$ cat src/rtl/reg_sel_pkg.sv
// Shared definitions for the register-file write arbiter: register count,
// index width, arbiter FSM states and the index-to-strobe decoder.
package reg_sel_pkg;

  localparam int NUM_REGS  = 16;
  localparam int REG_IDX_W = 4;

  typedef enum logic {
    IDLE   = 1'b0,
    LOCKED = 1'b1
  } arb_state_e;

  function automatic logic [NUM_REGS-1:0] idx_decode(input logic [REG_IDX_W-1:0] idx);
    logic [NUM_REGS-1:0] one_hot;
    one_hot      = '0;
    one_hot[idx] = 1'b1;
    return one_hot;
  endfunction

endpackage

$ cat src/rtl/rr_arbiter.sv
// Combinational round-robin picker: first requester at or after ptr whose
// request is set and not masked off. Outputs one-hot win and its index.
module rr_arbiter #(
  parameter int N  = 2,
  parameter int IW = (N > 1) ? $clog2(N) : 1
) (
  input  logic [N-1:0]  req,
  input  logic [IW-1:0] ptr,
  input  logic [N-1:0]  mask,
  output logic [N-1:0]  win,
  output logic [IW-1:0] win_idx
);

  logic found_s;
  int   slot_s;

  // Scan N slots starting at ptr with wrap-around; keep the first eligible one.
  always_comb begin
    win     = '0;
    win_idx = '0;
    found_s = 1'b0;
    slot_s  = 0;
    for (int k = 0; k < N; k++) begin
      slot_s = int'(ptr) + k;
      if (slot_s >= N) begin
        slot_s = slot_s - N;
      end else begin
        slot_s = slot_s;
      end
      if (!found_s && req[slot_s] && mask[slot_s]) begin
        found_s      = 1'b1;
        win[slot_s]  = 1'b1;
        win_idx      = IW'(slot_s);
      end else begin
        found_s = found_s;
      end
    end
  end

endmodule

$ cat src/rtl/reg_write_arbiter.sv
// Round-robin register-file write-port arbiter with locked ownership and a
// one-hot Rin strobe decoder. Optional R0 write suppression: R0_PROTECT_EN.
module reg_write_arbiter
  import reg_sel_pkg::*;
#(
  parameter int N_REQ    = 2,
  parameter int DATA_W   = 32,
  parameter int MAX_LOCK = 8
) (
  input  logic                        clock,
  input  logic                        reset,
  input  logic [N_REQ-1:0]            req,
  input  logic [N_REQ-1:0]            lock,
  input  logic [N_REQ*REG_IDX_W-1:0]  reg_idx,
  input  logic [N_REQ*DATA_W-1:0]     wdata,
  output logic [N_REQ-1:0]            gnt,
  output logic [NUM_REGS-1:0]         reg_in,
  output logic [DATA_W-1:0]           bus_out,
  output logic                        wr_valid,
  output logic                        lock_err,
  output logic                        r0_block
);

  localparam int IW    = (N_REQ > 1) ? $clog2(N_REQ) : 1;
  localparam int CNT_W = $clog2(MAX_LOCK + 1);
  localparam logic [CNT_W-1:0] MAX_CNT  = CNT_W'(MAX_LOCK);
  localparam logic [IW-1:0]    LAST_IDX = IW'(N_REQ - 1);

  arb_state_e           state_q, state_d;
  logic [IW-1:0]        owner_q, owner_d;
  logic [CNT_W-1:0]     cnt_q, cnt_d;
  logic [IW-1:0]        ptr_q, ptr_d;
  logic [N_REQ-1:0]     gnt_q, gnt_d;
  logic [NUM_REGS-1:0]  reg_in_q, reg_in_d;
  logic [DATA_W-1:0]    bus_q, bus_d;
  logic                 wr_valid_q, wr_valid_d;
  logic                 lock_err_q, lock_err_d;

  logic [N_REQ-1:0]     mask_s;
  logic [N_REQ-1:0]     win_s;
  logic [IW-1:0]        win_idx_s;
  logic [IW-1:0]        ptr_next_s;
  logic                 grant_s;
  logic [REG_IDX_W-1:0] sel_idx_s;
  logic [DATA_W-1:0]    sel_data_s;
  logic [REG_IDX_W-1:0] idx_arr_s  [N_REQ];
  logic [DATA_W-1:0]    data_arr_s [N_REQ];

  for (genvar g = 0; g < N_REQ; g++) begin : g_unpack
    assign idx_arr_s[g]  = reg_idx[g*REG_IDX_W +: REG_IDX_W];
    assign data_arr_s[g] = wdata[g*DATA_W +: DATA_W];
  end

  // While locked only the owner is eligible; otherwise everyone competes.
  always_comb begin
    mask_s = '0;
    for (int i = 0; i < N_REQ; i++) begin
      mask_s[i] = (state_q == IDLE) || (owner_q == IW'(i));
    end
  end

  rr_arbiter #(
    .N  (N_REQ),
    .IW (IW)
  ) u_rr (
    .req     (req),
    .ptr     (ptr_q),
    .mask    (mask_s),
    .win     (win_s),
    .win_idx (win_idx_s)
  );

  assign ptr_next_s = (win_idx_s == LAST_IDX) ? '0 : (win_idx_s + IW'(1));
  assign sel_idx_s  = idx_arr_s[win_idx_s];
  assign sel_data_s = data_arr_s[win_idx_s];

  // Ownership FSM: decides whether the picked requester is granted this edge.
  always_comb begin
    state_d    = state_q;
    owner_d    = owner_q;
    cnt_d      = cnt_q;
    ptr_d      = ptr_q;
    grant_s    = 1'b0;
    lock_err_d = 1'b0;
    case (state_q)
      IDLE: begin
        if (|win_s) begin
          grant_s = 1'b1;
          ptr_d   = ptr_next_s;
          if (lock[win_idx_s]) begin
            state_d = LOCKED;
            owner_d = win_idx_s;
            cnt_d   = CNT_W'(1);
          end else begin
            state_d = IDLE;
          end
        end else begin
          state_d = IDLE;
        end
      end
      LOCKED: begin
        if (!req[owner_q]) begin
          state_d = IDLE;
          cnt_d   = '0;
        end else if (!lock[owner_q]) begin
          grant_s = 1'b1;
          ptr_d   = ptr_next_s;
          state_d = IDLE;
          cnt_d   = '0;
        end else if (cnt_q < MAX_CNT) begin
          grant_s = 1'b1;
          ptr_d   = ptr_next_s;
          cnt_d   = cnt_q + CNT_W'(1);
        end else begin
          // Owner exhausted its budget: withhold the grant and hand priority on.
          lock_err_d = 1'b1;
          state_d    = IDLE;
          cnt_d      = '0;
          ptr_d      = ptr_next_s;
        end
      end
      default: begin
        state_d = IDLE;
        cnt_d   = '0;
      end
    endcase
  end

`ifdef R0_PROTECT_EN
  logic r0_block_q, r0_block_d;
`endif

  // Next-cycle write-port outputs for the granted requester.
  always_comb begin
    gnt_d      = '0;
    reg_in_d   = '0;
    bus_d      = '0;
    wr_valid_d = 1'b0;
`ifdef R0_PROTECT_EN
    r0_block_d = 1'b0;
`endif
    if (grant_s) begin
      gnt_d = win_s;
`ifdef R0_PROTECT_EN
      if (sel_idx_s == REG_IDX_W'(0)) begin
        r0_block_d = 1'b1;
      end else begin
        reg_in_d   = idx_decode(sel_idx_s);
        bus_d      = sel_data_s;
        wr_valid_d = 1'b1;
      end
`else
      reg_in_d   = idx_decode(sel_idx_s);
      bus_d      = sel_data_s;
      wr_valid_d = 1'b1;
`endif
    end else begin
      gnt_d = '0;
    end
  end

  // State, pointer, lock counter and output registers.
  always_ff @(posedge clock) begin
    if (reset) begin
      state_q    <= IDLE;
      owner_q    <= '0;
      cnt_q      <= '0;
      ptr_q      <= '0;
      gnt_q      <= '0;
      reg_in_q   <= '0;
      bus_q      <= '0;
      wr_valid_q <= 1'b0;
      lock_err_q <= 1'b0;
    end else begin
      state_q    <= state_d;
      owner_q    <= owner_d;
      cnt_q      <= cnt_d;
      ptr_q      <= ptr_d;
      gnt_q      <= gnt_d;
      reg_in_q   <= reg_in_d;
      bus_q      <= bus_d;
      wr_valid_q <= wr_valid_d;
      lock_err_q <= lock_err_d;
    end
  end

`ifdef R0_PROTECT_EN
  // Suppressed-R0-write indicator register.
  always_ff @(posedge clock) begin
    if (reset) begin
      r0_block_q <= 1'b0;
    end else begin
      r0_block_q <= r0_block_d;
    end
  end
  assign r0_block = r0_block_q;
`else
  assign r0_block = 1'b0;
`endif

  assign gnt      = gnt_q;
  assign reg_in   = reg_in_q;
  assign bus_out  = bus_q;
  assign wr_valid = wr_valid_q;
  assign lock_err = lock_err_q;

endmodule

$ cat config.mk
export PLATFORM = sky130hd
export DESIGN_NAME = reg_write_arbiter
export DESIGN_NICKNAME = d
export VERILOG_FILES = /design/src/rtl/reg_sel_pkg.sv /design/src/rtl/rr_arbiter.sv /design/src/rtl/reg_write_arbiter.sv
export SDC_FILE = /design/constraint.sdc
export NUM_CORES = 1
export LEC_CHECK = 0
export CAP_MARGIN = 40
export CORE_ASPECT_RATIO = 1.75
export CORE_MARGIN = 5
export CORE_UTILIZATION = 40
export DETAILED_ROUTE_END_ITERATION = 6
export GPL_ROUTABILITY_DRIVEN = 0
export PLACE_DENSITY_LB_ADDON = 0.2
export RECOVER_POWER = 25
export SLEW_MARGIN = 20
export SYNTH_ARGS = -nofsm -noshare
export SYNTH_HDL_FRONTEND = slang
export SYNTH_HIERARCHICAL = 1
export SYNTH_SLANG_ARGS = --single-unit
$ cat constraint.sdc
create_clock -name clock -period 5.2 [get_ports clock]
set_input_delay 1.56 -clock clock [delete_from_list [all_inputs] [get_ports clock]]
set_output_delay 1.56 -clock clock [all_outputs]
set_load 0.01 [all_outputs]
**After elaboration in Yosys (flattened, before gate mapping)**

Cells that the tools add are included.
W data, S select, Z words.

- Add/subtract/negate cells: 5
- Mux-type cells: 59
- Equality and inequality tests: 3
- Reductions and logical operators: 15
- Order comparisons: 12
- Bitwise logic cells: 7

Operator list:

| operator | count |
|---|---|
| $mux W32 | 5 |
| $ge A32 B1 Y1 const B | 2 |
| $lt A32 B3 Y1 const B | 2 |
| $mux W1 | 37 |
| $ge A32 B3 Y1 const B | 1 |
| $mux W4 | 8 |
| $sub A32 B3 Y32 const B | 1 |
| $pmux W4 S2 | 1 |
| $logic_and A1 B1 Y1 | 6 |
| $ne A2 B1 Y1 const B | 3 |
| $pmux W1 S2 | 3 |
| $lt A4 B5 Y1 const B | 1 |
| $not A1 Y1 | 5 |
| $add A4 B1 Y4 const B | 1 |
| $demux W1 S4 | 1 |
| $ge A4 B1 Y1 const B | 1 |
| $lt A1 B2 Y1 const B | 2 |
| $lt A4 B4 Y1 const B | 1 |
| $mux W2 | 2 |
| $reduce_and A2 Y1 | 2 |
| $reduce_or A2 Y1 | 2 |
| $reduce_or A4 Y1 | 1 |
| $reduce_and A3 Y1 | 1 |
| $sub A1 B2 Y3 const B | 1 |
| other kinds (9) | 11 |

- Output and inout bits: 53
- Register bits after elaboration: 59

**Logic depth before layout (Yosys ltp)**

Gate-level depths: netlist of the first run.

- Depth in word-level cells: 19
- Depth in mapped cells: 10
- Depth with buffers taken out: 7

**By module**

Netlist of the first run, hierarchy kept.

Modules (own cells, without submodules):

| module | cells each | area each (µm²) | instances | seq. area each (µm²) |
|---|---|---|---|---|
| reg_write_arbiter | 225 | 2212.1 | 1 | 1181.1 |
| rr_arbiter | 4 | 30.0 | 1 | 0.0 |

**Worst setup path before layout of the first run**

OpenSTA, ideal clock, no wires.

- Path kind: input to register
- Start: input port req[0]
- End: register bus_q[10], in the netlist bus_out[10]
- Arrival: 2850 ps
- Stages on the path: 7
- Data required time: 5083 ps
- Slack: 2233 ps
- Cells stage by stage: nand2_1 -> o211a_1 -> buf_2 -> buf_2 -> clkbuf_1 -> mux2i_1 -> nor2_1

RTL lines:

| element | line | text |
|---|---|---|
| start: declaration | reg_write_arbiter.sv:12 | `input logic [N_REQ-1:0] req,` |
| $mux W1 (implied by the code) (3 in a row) | rr_arbiter.sv:30 | `if (!found_s && req[slot_s] && mask[slot_s]) begin` |
| $logic_and A1 B1 Y1 | rr_arbiter.sv:30 |  |
| $mux W1 | rr_arbiter.sv:30 |  |
| $logic_not A1 Y1 | rr_arbiter.sv:30 |  |
| $logic_and A1 B1 Y1 (2 in a row) | rr_arbiter.sv:30 |  |
| $mux W1 (*) | rr_arbiter.sv:30 |  |
| net win_idx_s | reg_write_arbiter.sv:41 | `logic [IW-1:0] win_idx_s;` |
| $not A1 Y2 (implied by the code) (*) | reg_write_arbiter.sv:75 | `assign sel_data_s = data_arr_s[win_idx_s];` |
| $mux W32 (implied by the code) (*) (3 in a row) | reg_write_arbiter.sv:75 |  |
| end signal: assignment | reg_write_arbiter.sv:181 | `bus_q <= bus_d;` |
| end: declaration | reg_write_arbiter.sv:35 | `logic [DATA_W-1:0] bus_q, bus_d;` |

The timed path passes the listed nets; every way through them passes the cells marked *. The select of a mux whose other input is x is not followed.
A chain may end at the register's enable or synchronous reset.

**Worst setup path in the final report of the first run**

- Start: input port req[1]
- End: register cnt_q[2]

- Cells in the longest elaborated chain, start to end: 13

Ends and longest elaborated chain:

| element | line | text |
|---|---|---|
| $mux W1 (implied by the code) (3 in a row) | rr_arbiter.sv:30 |  |
| $logic_and A1 B1 Y1 | rr_arbiter.sv:30 |  |
| $mux W1 | rr_arbiter.sv:30 |  |
| $logic_not A1 Y1 | rr_arbiter.sv:30 |  |
| $logic_and A1 B1 Y1 (2 in a row) | rr_arbiter.sv:30 |  |
| $mux W1 (*) | rr_arbiter.sv:30 |  |
| net win_idx_s | reg_write_arbiter.sv:41 |  |
| $mux W1 (implied by the code) (*) (2 in a row) | reg_write_arbiter.sv:90 | `if (lock[win_idx_s]) begin` |
| $ne A2 B1 Y1 (no line) (*) | n/a |  |
| $reduce_and A2 Y1 (no line) (*) | n/a |  |
| end signal: assignment | reg_write_arbiter.sv:177 | `cnt_q <= cnt_d;` |
| end: declaration | reg_write_arbiter.sv:31 | `logic [CNT_W-1:0] cnt_q, cnt_d;` |

Marked as above.

==> metrics.md, run 1 <==
| Metric | Value |
|---|---|
| Worst Setup Slack, final | 1741 ps |
| EDFF count, synth | 0 |
| Cell area after technology mapping | 2242 µm² |
| Layout Nets | 436 |
| Static Leakage | 0.001551 µW |
| Worst hold endpoint | cnt_q[0] |
| Sink Count | 59 |
| Core Area | 5495 µm² |
| Worst path cell trace | dlygate4sd3_1 > o211a_2 > mux2_2 > a21oi_1 > nand2_1 > a31oi_1 |
| Share of cells above drive strength 1 | 7.459% |
| Hold Crit Class | flop to flop |
| Hold Buf Count CTS | 0 |
| Vias | 2,085 |
| WP data required | 5440 ps |
| Crit path arrival time | 3700 ps |
| Vias in the first global route | 2,084 |
| Setup crit end kind | flop |
| Avg Synthesized Cell Area | 9.791 µm² |
| WL per Instance | 13.78 µm |
| Worst-path clk slew | 70 ps |
| Design Power | 1249 µW |
| Most frequent cells in the layout | clkdlybuf4s50_1 (102), dfxtp_1 (59), nor2_1 (52) |
| Register bit total from synthesis | 59 |
| CTS tree | done |
| Fillers | 447 |
| Row count | 36 |
| Synth top area share | 52.68% |
| Post-synth net total | 308 |
| Reg-to-reg slack, setup | 2860 ps |
| Synth area leaders | dfxtp_1 (53%), mux2i_1 (15%), nor2_1 (8.7%), nor3_1 (2.5%), nand2_1 (1.5%) |
| IO buf count | 129 |
| Die X | 66.60 µm |
| Max-Cap Viols | 0 |
| Post-Route Utilization | 69.56% |
| DR iter-0 viols | 84 |
| Critical Path Start Type | input port |
| Total Routing Usage GR | 17.28% |
| Post-CTS setup buffer count | 0 |
| Max Buffers Root-to-Sink | 2 |
| Final Setup Violations | 0 |
| Async SR Flop Fraction | 0% |
| Met2 WL | 3393 µm |
| DRT Wirelength | 6034 µm |
| RSZ-0062 raised after global routing | false |
| Global-route wire length before repair | 9294 µm |
| Crit path largest cell delay | 600 ps |
| Remaining Overflow, GRT | 0 |
| Clock Latency Late Sink | 330 ps |
| Worst Path Buf+Inv | 1 |
| Met1 WL | 1887 µm |
| Cts bufs inserted | 9 |
| Delay-heaviest family, CP | compound AO/OA/AOI/OAI gates |
| Drt pass-1 iters | 4 |
| Die ar. | 7262 µm² |
| Reg-to-reg startpoint | owner_q |
| Antenna violations before repair | 0 |
| Depth of the worst hold-timing path | 2 |
| Slew HR | 45.72% |
| Post-Syn Instances | 229 |
| Area grow syn2layout | 70.48% |
| Cells on worst reg2reg path | 6 |
| CP startpoint | req[1] |
| R2R Path End | cnt_q[2] |
| DRC viols | 0 |
| Crit-path slowest cell | dlygate4sd3_1 |
| Worst slack, placed | 1499 ps |
| Pin count of the biggest net entering global routing | 37 |
| Fin crit period | 3459 ps |
| Routed vias/inst | 4.760 |
| Post-detail-place hpwl | 4694 µm |
| Post-CTS Resized | 0 |
| Final period util | 66.52% |
| Die Ht | 109.0 µm |
| Post-DRT Antenna Nets | 0 |
| Register area share after synthesis | 52.68% |
| Initial core utilization | 40.80% |
| Fmax | 289.1 MHz |
| Slew Viols, Final | 0 |
| Met3 routed WL | 635 µm |
| Slew @ Worst Pin | 812.1 ps |
| Clock Root Buffer | clkbuf_8 |
| Crit-path max FO | 25 |
| Hold_sp | cnt_q[0] |
| Top_reg_cell synth | dfxtp_1 |
| Worst VDD drop | 0.1926 mV |
| Ant. Diodes | 0 |
| Commonest non-fill, non-tap cell in the layout | clkdlybuf4s50_1 |
| Top-level port count | 131 |
| Final setup TNS | 0 ps |
| CP Class | input port to flop |
| Post-synth cell types | 39 |
| Highest metal used | met4 |
| Outcome | finished clean |
| Yosys Warn Count | 6 |
| WHS | 509.6 ps |
| CTS H-tree lvls | 3 |
| PD cells | 326.8 nW/µm² |
| Worst clock skew | 7.011 ps |
| Final hold vios | 0 |
| Area leader, netlist | dfxtp_1 |
worst max path at each step:
stage,to,slack [ps],depth (start not counted)
global route,cnt_q[2],1560,6
CTS,cnt_q[2],1830,6
detailed placement,cnt_q[2],1500,6
floorplan,bus_out[10],2230,7
finish,cnt_q[2],1740,6
global placement,cnt_q[2],1550,6
per-stage QoR:
step | cells | instance area [µm²]
2_1_floorplan | 229 | 2242
3_3_place_gp | 422 | 3573
3_5_place_dp | 422 | 3573
4_1_cts | 438 | 3822
5_1_grt | 438 | 3822
6_report | 438 | 3822
worst register-to-register path, stage by stage, from the launching register on:
cell and delay [ps]:
dfxtp_1 520, nand2b_1 200, o211a_2 550, mux2_2 420
a21oi_1 300, nand2_1 90, a31oi_1 180
synthesized netlist by cell type (all sizes together) (3+ instances only):
master / instances
a21oi: 5
a31oi: 3
buf: 8
clkbuf: 5
dfxtp: 59
inv: 7
mux2i: 34
nand2: 9
nor2: 52
nor3: 11
o21ai: 4
or2: 4
power by group:
group          switching (µW)  total, µW  internal, µW
Combinational             106        244           138
Sequential               11.1        494           483
Clock                     189        511           322
Total                     306       1250           943
sequential cells by signal, summed over array words and instances, names as in the netlist:
register,cells
ptr_q,1
owner_q,1
wr_valid,1
gnt,2
bus_out,32
state_q,1
cnt_q,4
lock_err,1
reg_in,16
kinds of logic after synthesis:
family	share of synthesized area, %
fa+ha+maj	0.5579
other cells	0.1673
buf+inv	3.962
compound gates	9.319
flops	52.68
mux	16.35
simple gates	16.96
layout make-up:
class	instances	area, µm²	share of cell area [%]
Timing Repair Buffer	130	1299	33.98
Clock inverter	7	125.1	3.273
Inverter	7	26.28	0.6874
Sequential cell	59	1181	30.90
Clock buffer	9	123.9	3.241
Tap cell	76	95.09	2.488
Multi-Input combinational cell	150	972.2	25.43
metal layers:
layer	track usage, %	up-vias
met5	0	-
met4	9.738	0
met3	8.247	10
met2	31.89	91
met1	14.43	949
li1	-	1035
No activity file was read; power rests on OpenSTA's default activity.
==> run 2, diff against run 1 <==
- CORE_UTILIZATION: 40 -> 34
- clock period: 5.2 -> 3.15 ns (I/O delays scaled with it)
==> metrics.md, run 2 (same netlist as run 1, synthesis figures left out) <==
| Metric | Value |
|---|---|
| Antenna violations before repair | 0 (unchanged) |
| Total Routing Usage GR | 15.63% (-1.6 points) |
| Switching pwr | 526.8 µW (+72%) |
| Critical Path Start Type | input port |
| Depth of the worst hold-timing path | 2 (unchanged) |
| Delay-heaviest family, CP | compound AO/OA/AOI/OAI gates |
| Vias | 2,096 (+0.53%) |
| Final Setup Violations | 0 (unchanged) |
| Clock Latency Late Sink | 330 ps (about the same) |
| Seq pwr share | 39.2% (-0.4 points) |
| RSZ-0062 raised after global routing | false |
| Max-Cap Viols | 0 (unchanged) |
| Cts bufs inserted | 9 (unchanged) |
| Remaining Overflow, GRT | 0 (unchanged) |
| WL per Instance | 14.43 µm (+4.7%) |
| Post-Route Utilization | 59.82% (-9.7 points) |
| R2R Path End | cnt_q[2] |
| CP Class | input port to flop |
| Clock Root Buffer | clkbuf_16 |
| Slew Viols, Final | 0 (unchanged) |
| Slew HR | 66.18% (+20 points) |
| Sink Count | 59 (unchanged) |
| Reg-to-reg startpoint | owner_q |
| Worst path cell trace | dlygate4sd3_1 > o211a_2 > mux2_2 > a21oi_1 > nand2_1 > a31oi_1 |
| Slew @ Worst Pin | 493.1 ps (-318.9 ps) |
| Die Ht | 117.4 µm (+7.7%) |
| Die ar. | 8382 µm² (+15%) |
| Hold Buf Count CTS | 0 (unchanged) |
| Cells on worst reg2reg path | 7 (+1) |
| Routed vias/inst | 4.679 (-1.7%) |
| Post-DRT Antenna Nets | 0 (unchanged) |
| IO buf count | 129 (unchanged) |
| Post-CTS Resized | 0 (unchanged) |
| Global-route wire length before repair | 9977 µm (+7.3%) |
| Final hold vios | 0 (unchanged) |
| Design Power | 2086 µW (+67%) |
| Sw frac | 25.26% (+0.74 points) |
| Clock power frac | 40.9% (about the same) |
| Max Buffers Root-to-Sink | 2 (unchanged) |
| Top-level port count | 131 (unchanged) |
| Ant. Diodes | 0 (unchanged) |
| Worst VDD drop | 0.3232 mV (+68%) |
| Die X | 71.39 µm (+7.2%) |
| Fin crit period | 2707 ps |
| Worst Path Buf+Inv | 1 (unchanged) |
| Row count | 39 (+8.3%) |
| Hold Crit Class | flop to flop |
| Initial core utilization | 34.55% (-6.3 points) |
| Outcome | finished clean |
| Hold_sp | cnt_q[0] |
| Vias in the first global route | 2,200 (+5.6%) |
| Crit path largest cell delay | 600 ps (about the same) |
| Layout Nets | 440 (+0.92%) |
| Worst-path clk slew | 50 ps (-20 ps) |
| Area grow syn2layout | 73.16% |
| Final setup TNS | 0 ps (unchanged) |
| Drt pass-1 iters | 4 (unchanged) |
| Comb power frac | 19.9% (+0.4 points) |
| CP Depth | 6 (unchanged) |
| Max reg flops | 32 (unchanged) |
| Pin count of the biggest net entering global routing | 28 (-24%) |
| Post-detail-place hpwl | 5044 µm (+7.5%) |
| DR iter-0 viols | 92 (+9.5%) |
| Share of cells above drive strength 1 | 8.197% (+0.74 points) |
| Post-CTS setup buffer count | 0 (unchanged) |
| DRT Wirelength | 6464 µm (+7.1%) |
| CTS tree | done |
| Static Leakage | 0.001585 µW (+2.2%) |
| DRC viols | 0 (unchanged) |
| CTS H-tree lvls | 3 (unchanged) |
| P_int | 1559 µW (+65%) |
| Setup crit end kind | flop |
| Crit-path slowest cell | dlygate4sd3_1 |
| WP data required | 3400 ps (-2040 ps) |
| Reg-to-reg slack, setup | 970 ps (-1890 ps) |
| Worst hold endpoint | cnt_q[0] |
| Crit path arrival time | 2950 ps (-750 ps) |
| Final period util | 85.94% |
| Fillers | 581 (+30%) |
| Most frequent cells in the layout | clkdlybuf4s50_1 (102), dfxtp_1 (59), nor2_1 (52) |
| Commonest non-fill, non-tap cell in the layout | clkdlybuf4s50_1 |
| Worst clock skew | 4.629 ps (-2.382 ps) |
| PD cells | 537.2 nW/µm² (+64%) |
| Fmax | 369.4 MHz |
| Core Area | 6490 µm² (+18%) |
| Crit-path max FO | 19 (-24%) |
==> run 2: changes by cell type in the layout (fill, tap and decap cells not counted), moves of 2 or more <==
cell	before	now
clkinv_2	0	5
buf_4	1	3
bufinv_16	3	0
clkbuf_16	0	9
clkbuf_8	9	0
clkinv_4	3	0
==> run 2: routing by layer <==
metal / vias up / GRT usage (%) / share of wire (%) / wire length, µm
met5: - / 0 / 0 / 0
li1: 1044 / - / - / -
met2: 89 / 29.03 / 55 / 3565
met3: 17 / 5.993 / 9.4 / 608
met1: 946 / 12.54 / 31 / 2028
met4: 0 / 11.18 / 4.0 / 261
==> run 2: final cells by class <==
| type | instances | area, µm² | share of cell area [%] |
|---|---|---|---|
| Sequential cell | 59 | 1181 | 30.42 |
| Clock buffer | 10 | 229.0 | 5.898 |
| Clock inverter | 6 | 32.53 | 0.8379 |
| Inverter | 7 | 26.28 | 0.6768 |
| Multi-Input combinational cell | 150 | 972.2 | 25.04 |
| Timing Repair Buffer | 134 | 1339 | 34.48 |
| Tap cell | 82 | 102.6 | 2.643 |
==> run 2: worst max-delay path by stage <==
stage | start | to | slack [ps]
2_1_floorplan | req[0] | bus_out[10] | 800
3_3_place_gp | req[1] | cnt_q[2] | 270
3_5_place_dp | req[1] | cnt_q[2] | 220
4_1_cts | req[1] | cnt_q[2] | 550
5_1_grt | req[1] | cnt_q[3] | 330
6_report | req[1] | cnt_q[2] | 440
==> run 2: worst min-delay path: cells and delay by family, from the launching register on <==
| kind | cells | cell delay (ps) |
|---|---|---|
| AOI/OAI and AO/OA | 1 | 60 |
| buffers and inverters | 1 | 60 |
| DFF | 1 | 330 |
==> run 2: power by group through the flow <==
stage / clock network [µW] / logic (µW) / registers, µW
global route: 909 / 448 / 824
floorplan: 0 / 173 / 854
CTS: 878 / 428 / 820
global placement: 0 / 419 / 833
detailed placement: 0 / 426 / 834
finish: 853 / 414 / 819
==> run 2: through the flow <==
| stage | cells | setup WS (ps) | area (µm²) | hold WS, ps |
|---|---|---|---|---|
| 2_1_floorplan | 229 | 797.7 | 2242 | 463.0 |
| 3_3_place_gp | 431 | 272.0 | 3616 | 494.6 |
| 3_5_place_dp | 431 | 215.9 | 3616 | 499.7 |
| 4_1_cts | 447 | 545.5 | 3877 | 505.1 |
| 5_1_grt | 448 | 325.3 | 3882 | 543.0 |
| 6_report | 448 | 443.0 | 3882 | 504.4 |
==> run 3, diff against run 2 <==
- GPL_TIMING_DRIVEN: default -> 0
- SETUP_SLACK_MARGIN: default -> 0.02
- TNS_END_PERCENT: default -> 5
==> metrics.md, run 3 (same netlist as run 1, synthesis figures left out) <==
| Metric | Value |
|---|---|
| IO buf count | 129 (unchanged) |
| Row count | 39 (unchanged) |
| Outcome | finished clean |
| Max-Cap Viols | 0 (unchanged) |
| Die X | 71.39 µm (unchanged) |
| CP Class | input port to flop |
| DRT Wirelength | 6278 µm (-2.9%) |
| Post-CTS setup buffer count | 0 (unchanged) |
| Remaining Overflow, GRT | 0 (unchanged) |
| Hold Buf Count CTS | 0 (unchanged) |
| Clock Root Buffer | clkbuf_16 |
| Vias | 2,089 (-0.33%) |
| CTS H-tree lvls | 3 (unchanged) |
| Static Leakage | 0.001607 µW (+1.4%) |
| Max reg flops | 32 (unchanged) |
| Area grow syn2layout | 75.28% |
| Post-CTS Resized | 0 (unchanged) |
| Max Buffers Root-to-Sink | 2 (unchanged) |
| Worst clock skew | 5.629 ps (+1.000 ps) |
| Hold Crit Class | flop to flop |
| CTS tree | done |
| Slew HR | 50.16% (-16 points) |
| Layout Nets | 448 (+1.8%) |
| Die ar. | 8382 µm² (unchanged) |
| PD cells | 554.3 nW/µm² (+3.2%) |
| Clock Latency Late Sink | 320 ps (about the same) |
| Post-Route Utilization | 60.56% (+0.73 points) |
| Slew Viols, Final | 0 (unchanged) |
| Core Area | 6490 µm² (unchanged) |
| Slew @ Worst Pin | 740.8 ps (+247.6 ps) |
| CP startpoint | req[1] |
| Final period util | 90.10% (+4.2 points) |
| Fmax | 352.3 MHz (-4.6%) |
| Sink Count | 59 (unchanged) |
| RSZ-0062 raised after global routing | false |
| Fin crit period | 2838 ps (+131.2 ps) |
| Final Setup Violations | 0 (unchanged) |
| WL per Instance | 13.77 µm (-4.6%) |
| Post-DRT Antenna Nets | 0 (unchanged) |
| Cts bufs inserted | 9 (unchanged) |
| Pin count of the biggest net entering global routing | 12 (-57%) |
| Total Routing Usage GR | 15.65% (+0.019 points) |
| Final setup TNS | 0 ps (unchanged) |
| Ant. Diodes | 0 (unchanged) |
| Top-level port count | 131 (unchanged) |
| Setup crit end kind | flop |
| Most frequent cells in the layout | clkdlybuf4s50_1 (102), dfxtp_1 (59), nor2_1 (52) |
| Share of cells above drive strength 1 | 8.556% (+0.36 points) |
| DR iter-0 viols | 132 (+43%) |
| Critical Path Start Type | input port |
| Initial core utilization | 34.55% (unchanged) |
| WP data required | 3360 ps (-40 ps) |
| Post-detail-place hpwl | 4972 µm (-1.4%) |
| Final hold vios | 0 (unchanged) |
| Hold_sp | cnt_q[2] |
| Vias in the first global route | 2,178 (-1.0%) |
| Die Ht | 117.4 µm (unchanged) |
| Reg-to-reg startpoint | owner_q |
| Worst VDD drop | 0.3330 mV (+3.0%) |
| Crit path arrival time | 3050 ps (+100 ps) |
| Worst-path clk slew | 60 ps (about the same) |
| Antenna violations before repair | 0 (unchanged) |
| Commonest non-fill, non-tap cell in the layout | clkdlybuf4s50_1 |
| Crit-path max FO | 10 (-9) |
| Global-route wire length before repair | 10,050 µm (+0.69%) |
| DRC viols | 0 (unchanged) |
| Routed vias/inst | 4.581 (-2.1%) |
| Drt pass-1 iters | 4 (unchanged) |
==> run 3: layer usage <==
| metal | wire [µm] | global-route usage [%] | part of all wire, % |
|---|---|---|---|
| met2 | 3354 | 27.02 | 53 |
| met1 | 2081 | 13.71 | 33 |
| met5 | 0 | 0 | 0 |
| met3 | 611 | 7.705 | 9.7 |
| met4 | 231 | 10.47 | 3.7 |
==> run 3: metrics by stage <==
step / hold WS [ps] / instance area [µm²] / worst slack [ps] / std cells / power (µW)
after floorplan: 463.0 / 2242 / 797.7 / 229 / 1028
after global placement: 488.8 / 3636 / 47.81 / 440 / 1254
after detailed placement: 491.5 / 3636 / 42.24 / 440 / 1260
after CTS: 510.3 / 3930 / 363.5 / 456 / 2214
after global routing: 557.0 / 3930 / 187.4 / 456 / 2288
final: 505.1 / 3930 / 311.8 / 456 / 2178
==> run 3: worst max-delay path, stage by stage <==
cell,delay [ps]
dlygate4sd3_1,590
o211a_1,160
buf_2,160
buf_2,270
buf_1,570
mux2i_1,280
nor2_1,60
==> run 3: area by class of cell <==
class	instances	area, µm²
buffer	13	62.56
clock buffer	9	225.2
clock inverter	7	68.82
fill	566	2560
inverter	7	26.28
multi-input combinational	150	972.2
sequential	59	1181
tap	82	102.6
timing repair buffer	129	1291
==> run 3: final timing paths <==
check | end | slack, ps | cells after the start
max reg2reg | bus_out[29] | 940 | 8
max | bus_out[29] | 310 | 7
min reg2reg | cnt_q[2] | 510 | 2
min | cnt_q[2] | 510 | 2
==> run 3: report_power, final <==
group          total [µW]  leakage, µW  internal, µW  switching (µW)
logic                 416     0.000983           236             180
registers             815     0.000483           799            16.5
clock network         947     0.000141           608             339
total                2180      0.00161          1640             536
